**src/rtl/mc_datapath.sv**
```systemverilog
// Multi-cycle MIPS datapath: PC, IR, MDR, A, B, ALUOut, 32x32 register file and ALU.
// Executes one externally supplied control word per clock; returns op/funct/zero to the controller.
module mc_datapath #(
  parameter int          WIDTH    = 32,
  parameter logic [31:0] RESET_PC = 32'h0000_0000
) (
  input  logic             clk,
  input  logic             reset,
  input  logic             pcwrite,
  input  logic             memwrite,
  input  logic             irwrite,
  input  logic             regwrite,
  input  logic             alusrca,
  input  logic             branch,
  input  logic             iord,
  input  logic             memtoreg,
  input  logic             regdst,
  input  logic [1:0]       alusrcb,
  input  logic [1:0]       pcsrc,
  input  logic [1:0]       aluop,
  output logic [5:0]       op,
  output logic [5:0]       funct,
  output logic             zero,
  output logic [WIDTH-1:0] adr,
  output logic [WIDTH-1:0] writedata,
  output logic             mem_we,
  input  logic [WIDTH-1:0] readdata
);

  typedef enum logic [2:0] {
    ALU_ADD,
    ALU_SUB,
    ALU_AND,
    ALU_OR,
    ALU_SLT,
    ALU_NONE
  } alu_op_e;

  logic [WIDTH-1:0] pc_q, pc_d;
  logic [WIDTH-1:0] ir_q, ir_d;
  logic [WIDTH-1:0] mdr_q, mdr_d;
  logic [WIDTH-1:0] a_q, a_d;
  logic [WIDTH-1:0] b_q, b_d;
  logic [WIDTH-1:0] aluout_q, aluout_d;
  logic [WIDTH-1:0] rf_q [32];
  logic [WIDTH-1:0] rf_d [32];

  logic [WIDTH-1:0] sign_imm;
  logic [WIDTH-1:0] src_a;
  logic [WIDTH-1:0] src_b;
  logic [WIDTH-1:0] alu_result;
  logic [WIDTH-1:0] pc_next;
  logic [WIDTH-1:0] rd_a;
  logic [WIDTH-1:0] rd_b;
  logic [WIDTH-1:0] wr_data;
  logic [4:0]       wr_addr;
  logic             pc_en;
  logic             slt_bit;
  alu_op_e          alu_ctl;

  always_comb begin
    sign_imm = {{(WIDTH-16){ir_q[15]}}, ir_q[15:0]};
    src_a    = alusrca ? a_q : pc_q;
    case (alusrcb)
      2'b00:   src_b = b_q;
      2'b01:   src_b = WIDTH'(4);
      2'b10:   src_b = sign_imm;
      default: src_b = sign_imm << 2;
    endcase
  end

  always_comb begin
    alu_ctl = ALU_ADD;
    case (aluop)
      2'b01: alu_ctl = ALU_SUB;
      2'b10: begin
        case (ir_q[5:0])
          6'b100000: alu_ctl = ALU_ADD;
          6'b100010: alu_ctl = ALU_SUB;
          6'b100100: alu_ctl = ALU_AND;
          6'b100101: alu_ctl = ALU_OR;
          6'b101010: alu_ctl = ALU_SLT;
          default:   alu_ctl = ALU_NONE;
        endcase
      end
      default: alu_ctl = ALU_ADD;
    endcase
  end

  always_comb begin
    slt_bit = $signed(src_a) < $signed(src_b);
    case (alu_ctl)
      ALU_ADD: alu_result = src_a + src_b;
      ALU_SUB: alu_result = src_a - src_b;
      ALU_AND: alu_result = src_a & src_b;
      ALU_OR:  alu_result = src_a | src_b;
      ALU_SLT: alu_result = {{(WIDTH-1){1'b0}}, slt_bit};
      default: alu_result = '0;
    endcase
  end

  assign zero = (alu_result == '0);

  always_comb begin
    case (pcsrc)
      2'b01:   pc_next = aluout_q;
      2'b10:   pc_next = {pc_q[WIDTH-1:WIDTH-4], ir_q[25:0], 2'b00};
      default: pc_next = alu_result;
    endcase
    pc_en = pcwrite | (branch & zero);
  end

  // r0 reads as zero regardless of array contents
  always_comb begin
    rd_a    = (ir_q[25:21] == 5'd0) ? '0 : rf_q[ir_q[25:21]];
    rd_b    = (ir_q[20:16] == 5'd0) ? '0 : rf_q[ir_q[20:16]];
    wr_addr = regdst ? ir_q[15:11] : ir_q[20:16];
    wr_data = memtoreg ? mdr_q : aluout_q;
  end

  always_comb begin
    pc_d     = pc_en ? pc_next : pc_q;
    ir_d     = irwrite ? readdata : ir_q;
    mdr_d    = readdata;
    a_d      = rd_a;
    b_d      = rd_b;
    aluout_d = alu_result;
    rf_d     = rf_q;
    if (regwrite && (wr_addr != 5'd0)) begin
      rf_d[wr_addr] = wr_data;
    end
  end

  always_ff @(posedge clk) begin
    if (reset) begin
      pc_q     <= RESET_PC[WIDTH-1:0];
      ir_q     <= '0;
      mdr_q    <= '0;
      a_q      <= '0;
      b_q      <= '0;
      aluout_q <= '0;
      for (int i = 0; i < 32; i++) begin
        rf_q[i] <= '0;
      end
    end else begin
      pc_q     <= pc_d;
      ir_q     <= ir_d;
      mdr_q    <= mdr_d;
      a_q      <= a_d;
      b_q      <= b_d;
      aluout_q <= aluout_d;
      rf_q     <= rf_d;
    end
  end

  assign op        = ir_q[31:26];
  assign funct     = ir_q[5:0];
  assign adr       = iord ? aluout_q : pc_q;
  assign writedata = b_q;
  assign mem_we    = memwrite;

endmodule

```
**config.mk**
```make
export PLATFORM = sky130hd
export DESIGN_NAME = mc_datapath
export DESIGN_NICKNAME = d
export VERILOG_FILES = /design/src/rtl/mc_datapath.sv
export SDC_FILE = /design/constraint.sdc
export NUM_CORES = 2
export LEC_CHECK = 0
export BUFFER_PORTS_ARGS = -buffer_cell sky130_fd_sc_hd__buf_4
export CAP_MARGIN = 20
export CORE_ASPECT_RATIO = 0.9
export CORE_MARGIN = 10
export CORE_UTILIZATION = 40
export CTS_CLUSTER_DIAMETER = 30
export DETAILED_ROUTE_END_ITERATION = 12
export GPL_ROUTABILITY_DRIVEN = 0
export SLEW_MARGIN = 20
export SYNTH_ARGS = -nofsm -noshare
export SYNTH_HDL_FRONTEND = slang
export SYNTH_SLANG_ARGS = --single-unit
```
**constraint.sdc**
```tcl
create_clock -name clk -period 9.2 [get_ports clk]
set_input_delay 0.92 -clock clk [delete_from_list [all_inputs] [get_ports clk]]
set_output_delay 0.92 -clock clk [all_outputs]
set_load 0.05 [all_outputs]
```
Word-level counts from Yosys, hierarchy flattened. Cells that the tools add are included.

Word-level logic and storage cells: 98. Register bits: 1216. Output and inout bits: 78. Input port bits: 49.

Reduce and logical (&&, ||, !) cells: 11. $add $sub $neg: 2. Eq/ne operators: 15. $lt $le $gt $ge: 5. Multiplexer cells: 18. Bitwise gates (word level): 8.

Operator list (count): 1024-bit bitwise mux (1); 32-bit binary-select mux with 5-bit select (2); 32-bit two-way mux (8); 32-bit demux with 5-bit select (1); 32-bit one-hot mux with 5 select lines (1); 32-bit one-hot mux with 3 select lines (1); 32-bit one-hot mux with 2 select lines (1); 32-bit adder (1); 32-bit bitwise AND (1); 32-bit logical NOT (1); 32-bit less-than comparator (1); 32-bit OR (1); 32-bit subtractor (1); 6-bit equality test, second input constant (5); 6-bit >= comparator, second input constant (3); 5-bit NOT with 6-bit output (3); 3-bit one-hot mux with 5 select lines (1); 5-bit logical NOT (2); 2-bit by 1-bit equality test with 1-bit output, second input constant (3); 2-bit equality test, second input constant (3); 3-bit by 2-bit equality test with 1-bit output, second input constant (2); 6-bit by 1-bit less-than comparator with 1-bit output, second input constant (1); 3-bit one-hot mux with 2 select lines (1); 5-bit two-way mux (1); other kinds (11) (13).

Logic depth before layout (Yosys ltp).
Depth after elaboration: 9. Depth in mapped cells: 22. Mapped depth without buffers: 16.

Least setup slack after synthesis. Ideal clock, no wire load.

Path type: input to output. Start point: input port alusrcb[0]. End point: output port zero. Stages on the path: 17. Arrival: 5.210 ns. Required time: 8.280 ns. Buffers on the path: 4. Setup slack: 3.070 ns. Cell sequence: clkbuf_1 > nor2_1 > clkbuf_1 > buf_1 > a21o_1 > ha_1 > buf_2 > nor4_1 > nand2_1 > a21oi_1 > a2111oi_0 > nand2_1 > a21oi_1 > mux2_2 > or4b_1 > nor4_4 > and3_2.

Longest elaborated chain between the ends: 5. Elaborated cells between the ends (all ways): 11. Classes of those cells: add/sub (2); order compare (1); eq/ne (2); mux (2); bitwise (2); reduce/logical (2).

RTL lines: start: declaration (line 18) `input logic [1:0] alusrcb,`; 2-bit equality test, or another cell as far along (line 64) `case (alusrcb)`; 32-bit one-hot mux with 3 select lines * (line 64); 32-bit subtractor, or another cell as far along (line 94) `ALU_SUB: alu_result = src_a - src_b;`; 32-bit one-hot mux with 5 select lines * (line 92) `case (alu_ctl)`; 32-bit logical NOT * (line 102) `assign zero = (alu_result == '0);`; end: declaration (line 23) `output logic zero,`.

Every way passes the cells marked *; elsewhere a longest branch is shown, timed or not.

Final worst setup path.
Start point: input port alusrcb[1]. End point: output port zero.

The elaborated chain is that of the path after synthesis.

==> impl_metrics.tcl <==
set metrics [dict create \
    status "completed" \
    pwr-share-comb 0.098 \
    p_leak_nw 25.1 \
    avgSynthCellArea_sq_um 10.1 \
    clockRootBuffer "clkbuf_16" \
    fin_tns_setup_ns 0 \
    antenna_found_initial 11 \
    grt_pass1_vias 51800 \
    whs_path_depth 2 \
    setup_viol 0 \
    drc 0 \
    final.period_utilization 0.815 \
    syn_inst 6297 \
    cts_tree "yes" \
    synth_fp_nets 6448 \
    yosys_register_bits 1216 \
    synth_edf_count 0 \
    via_per_inst 6.35 \
    ios 127 \
    ys_seq_area_frac 0.384 \
    wl_per_cell_um 28.1 \
    fin_cells 8439 \
    power_frac_clock 0.589 \
    switchingPower_mw 4.45 \
    cts_resized 0 \
    rsz0062_at_grt "false" \
    place_inst 7935 \
    irDropWorstVdd_mv 0.155 \
    worstSetupPathType "input port to primary output" \
    synth_top_cell_by_area "dfxtp_1" \
    cts_hold_repair.buffers 0 \
    yosys_most_used_dff "dfxtp_1" \
    io_buffers 124 \
    path_max_fanout 20 \
    clkTransAtPathRegs_ns 0.04 \
    tightest_slew_ns 1.23 \
    maxSlewHeadroom 0.180 \
    cts_setup_buffers 0 \
    cp-start-kind "input port" \
    syn-cell-area_sq_um 63300 \
    worstPathArrival_ns 6.58 \
    fin_hold_ws_ns 0.238 \
    syn2layout_area_growth_pct 19.6 \
    yosysWarnings 0 \
    cts_max_level 5 \
    clock_skew_ns 0.0775 \
    grt_max_degree 206 \
    die_x_um 439 \
    swShare 0.252 \
    grt_pass1_wl_um 347000 \
    cts.sinks 1216 \
    r2r_cells 15 \
    async_flop_share 0 \
    drtIter0Drc 6786 \
    dr_total_vias 53600 \
    cap_violations 0 \
    hold_viol_final 0 \
    cp.required_ns 8.28 \
    synth.area.top_cells "dfxtp_1, mux4_2, a211oi_1" \
    die_area_sq_um 175000 \
    placed_area_sq_um 65700 \
    max_freq_mhz 133 \
    clockBufferDepth 4 \
    layout.nets 6282 \
    grtUsageTotal 0.261 \
    overflow 0 \
    core_region_area_sq_um 157000 \
    clock_latency_ns 0.91 \
    p_total_mw 17.6 \
    synth_cell_types 106 \
    ant_nets 0 \
    hp-class "input port to register" \
    end_kind "primary output" \
    die_height_um 398 \
    seqPwrFrac 0.312 \
    start_util 0.403 \
    p_per_area_nw_per_um2 233 \
    wirelength_um 237000 \
    drive_above_1_share 0.236 \
    cts_buffers 286 \
    design_area_sq_um 75800 \
    maxSlewViolCount 0 \
    finalCriticalPeriod_ns 7.50 \
    internal-power_mw 13.2 \
    yosys.area.top_type_share 0.384 \
    rows 138 \
    dp_hpwl_um 138000 \
    drt_pass1_iterations 6 \
]
==> layout make-up <==
cell class	instances	area (sq um)
fillers	14100	81500
multi-input cells	4259	36200
flip-flops and latches	1216	24400
clock buffers	359	8000
well taps	2100	2630
repair buffers	263	2310
clock inverters	131	1870
inverters	105	397
diodes	6	15.0
==> per-layer routing <==
layer	global-route usage	up-vias	part of all wire
li1	-	23500	-
met1	0.344	26500	0.40
met2	0.401	2985	0.45
met3	0.0698	643	0.11
met4	0.112	4	0.046
met5	0	-	0.00014
==> cells in the final DEF, fill, tap and decap left out, types with 15 or more instances in the layout <==
cell / instances
o22ai_1: 55
a21o_1: 25
nor3_1: 29
o221ai_1: 48
inv_1: 99
nand2_1: 120
nor2b_1: 83
ha_1: 99
nand4_1: 22
o31ai_1: 16
a21oi_1: 129
mux4_2: 486
a211oi_1: 1047
a22o_1: 34
buf_4: 242
nor2_4: 31
o211ai_1: 30
clkbuf_8: 42
mux2_2: 141
mux2i_1: 232
bufinv_16: 41
nor2_1: 1191
dfxtp_1: 1206
o21ai_0: 52
mux2i_2: 22
clkbuf_16: 293
a221oi_1: 68
a211o_1: 16
clkinv_2: 39
clkinvlp_4: 21
nand2b_1: 25
xnor2_1: 15
clkbuf_1: 24
==> power by group through the flow <==
stage	clock network, mW	registers [mW]	logic, mW
final	10.4	5.51	1.73
after global routing	10.8	5.51	1.82
after CTS	10.5	5.51	1.68
after detailed placement	0	5.60	1.67
after global placement	0	5.60	1.66
after floorplan	0	5.53	1.18
==> synthesized netlist by cell type (23+ instances only) <==
library cell and number:
nor2_1 1223, dfxtp_1 1216, a211oi_1 1047, clkbuf_1 578
mux4_2 486, mux2i_1 264, mux2_2 141, a21oi_1 129
nand2_1 122, ha_1 100, inv_1 99, nor2b_1 85
buf_1 76, a221oi_1 68, o22ai_1 55, o21ai_0 52
o221ai_1 48, a22o_1 34, nor3_1 30, o211ai_1 30
a21o_1 25, nand2b_1 25, buf_2 23
==> worst max-delay path: stages <==
cell and delay [ns]:
buf_4 0.19, nor2_2 0.53, buf_4 0.36, a21o_1 0.18, ha_1 0.41, inv_1 0.16
a21oi_1 0.21, o31ai_1 0.15, a2111oi_0 0.92, nand2_1 0.29, a21oi_1 0.28, mux2_2 0.37
or4b_1 0.57, nor4_4 0.53, and3_2 0.29, buf_4 0.19
==> kinds of logic (layout without fill, tap and decap cells) <==
family / after synthesis / in the layout / synth area share
fa+ha+maj: 102 / 102 / 0.0204
compound gates: 1654 / 1654 / 0.195
flops: 1216 / 1216 / 0.384
simple gates: 1593 / 1593 / 0.105
xor+xnor: 15 / 15 / 0.00207
buf+inv: 822 / 858 / 0.0530
mux: 895 / 895 / 0.241
other cells: 0 / 6 / 0
==> registers in the layout, summed over array words and instances, names as in the netlist <==
signal,flops
rf_q,1024
ir_q,32
a_q,32
aluout_q,32
writedata,32
pc_q,32
mdr_q,32
==> per-stage QoR <==
step | setup WS (ns) | utilization
after floorplan | 3.07 | -
after CTS | 1.85 | 0.480
after global placement | 1.89 | 0.416
final | 1.70 | 0.482
after global routing | 1.45 | 0.482
after detailed placement | 1.90 | 0.418
==> worst paths after layout <==
path / start / endpoint / slack, ns
setup / recovery: alusrcb[1] / zero / 1.70
hold / removal: readdata[27] / mdr_q[27]$_SDFF_PP0_ / 0.24
setup reg to reg: ir_q[15]$_SDFFE_PP0P_ / pc_q[16]$_SDFFE_PP0P_ / 2.91
hold reg to reg: pc_q[20]$_SDFFE_PP0P_ / pc_q[20]$_SDFFE_PP0P_ / 0.47
Power figures use the tool's default switching activity.
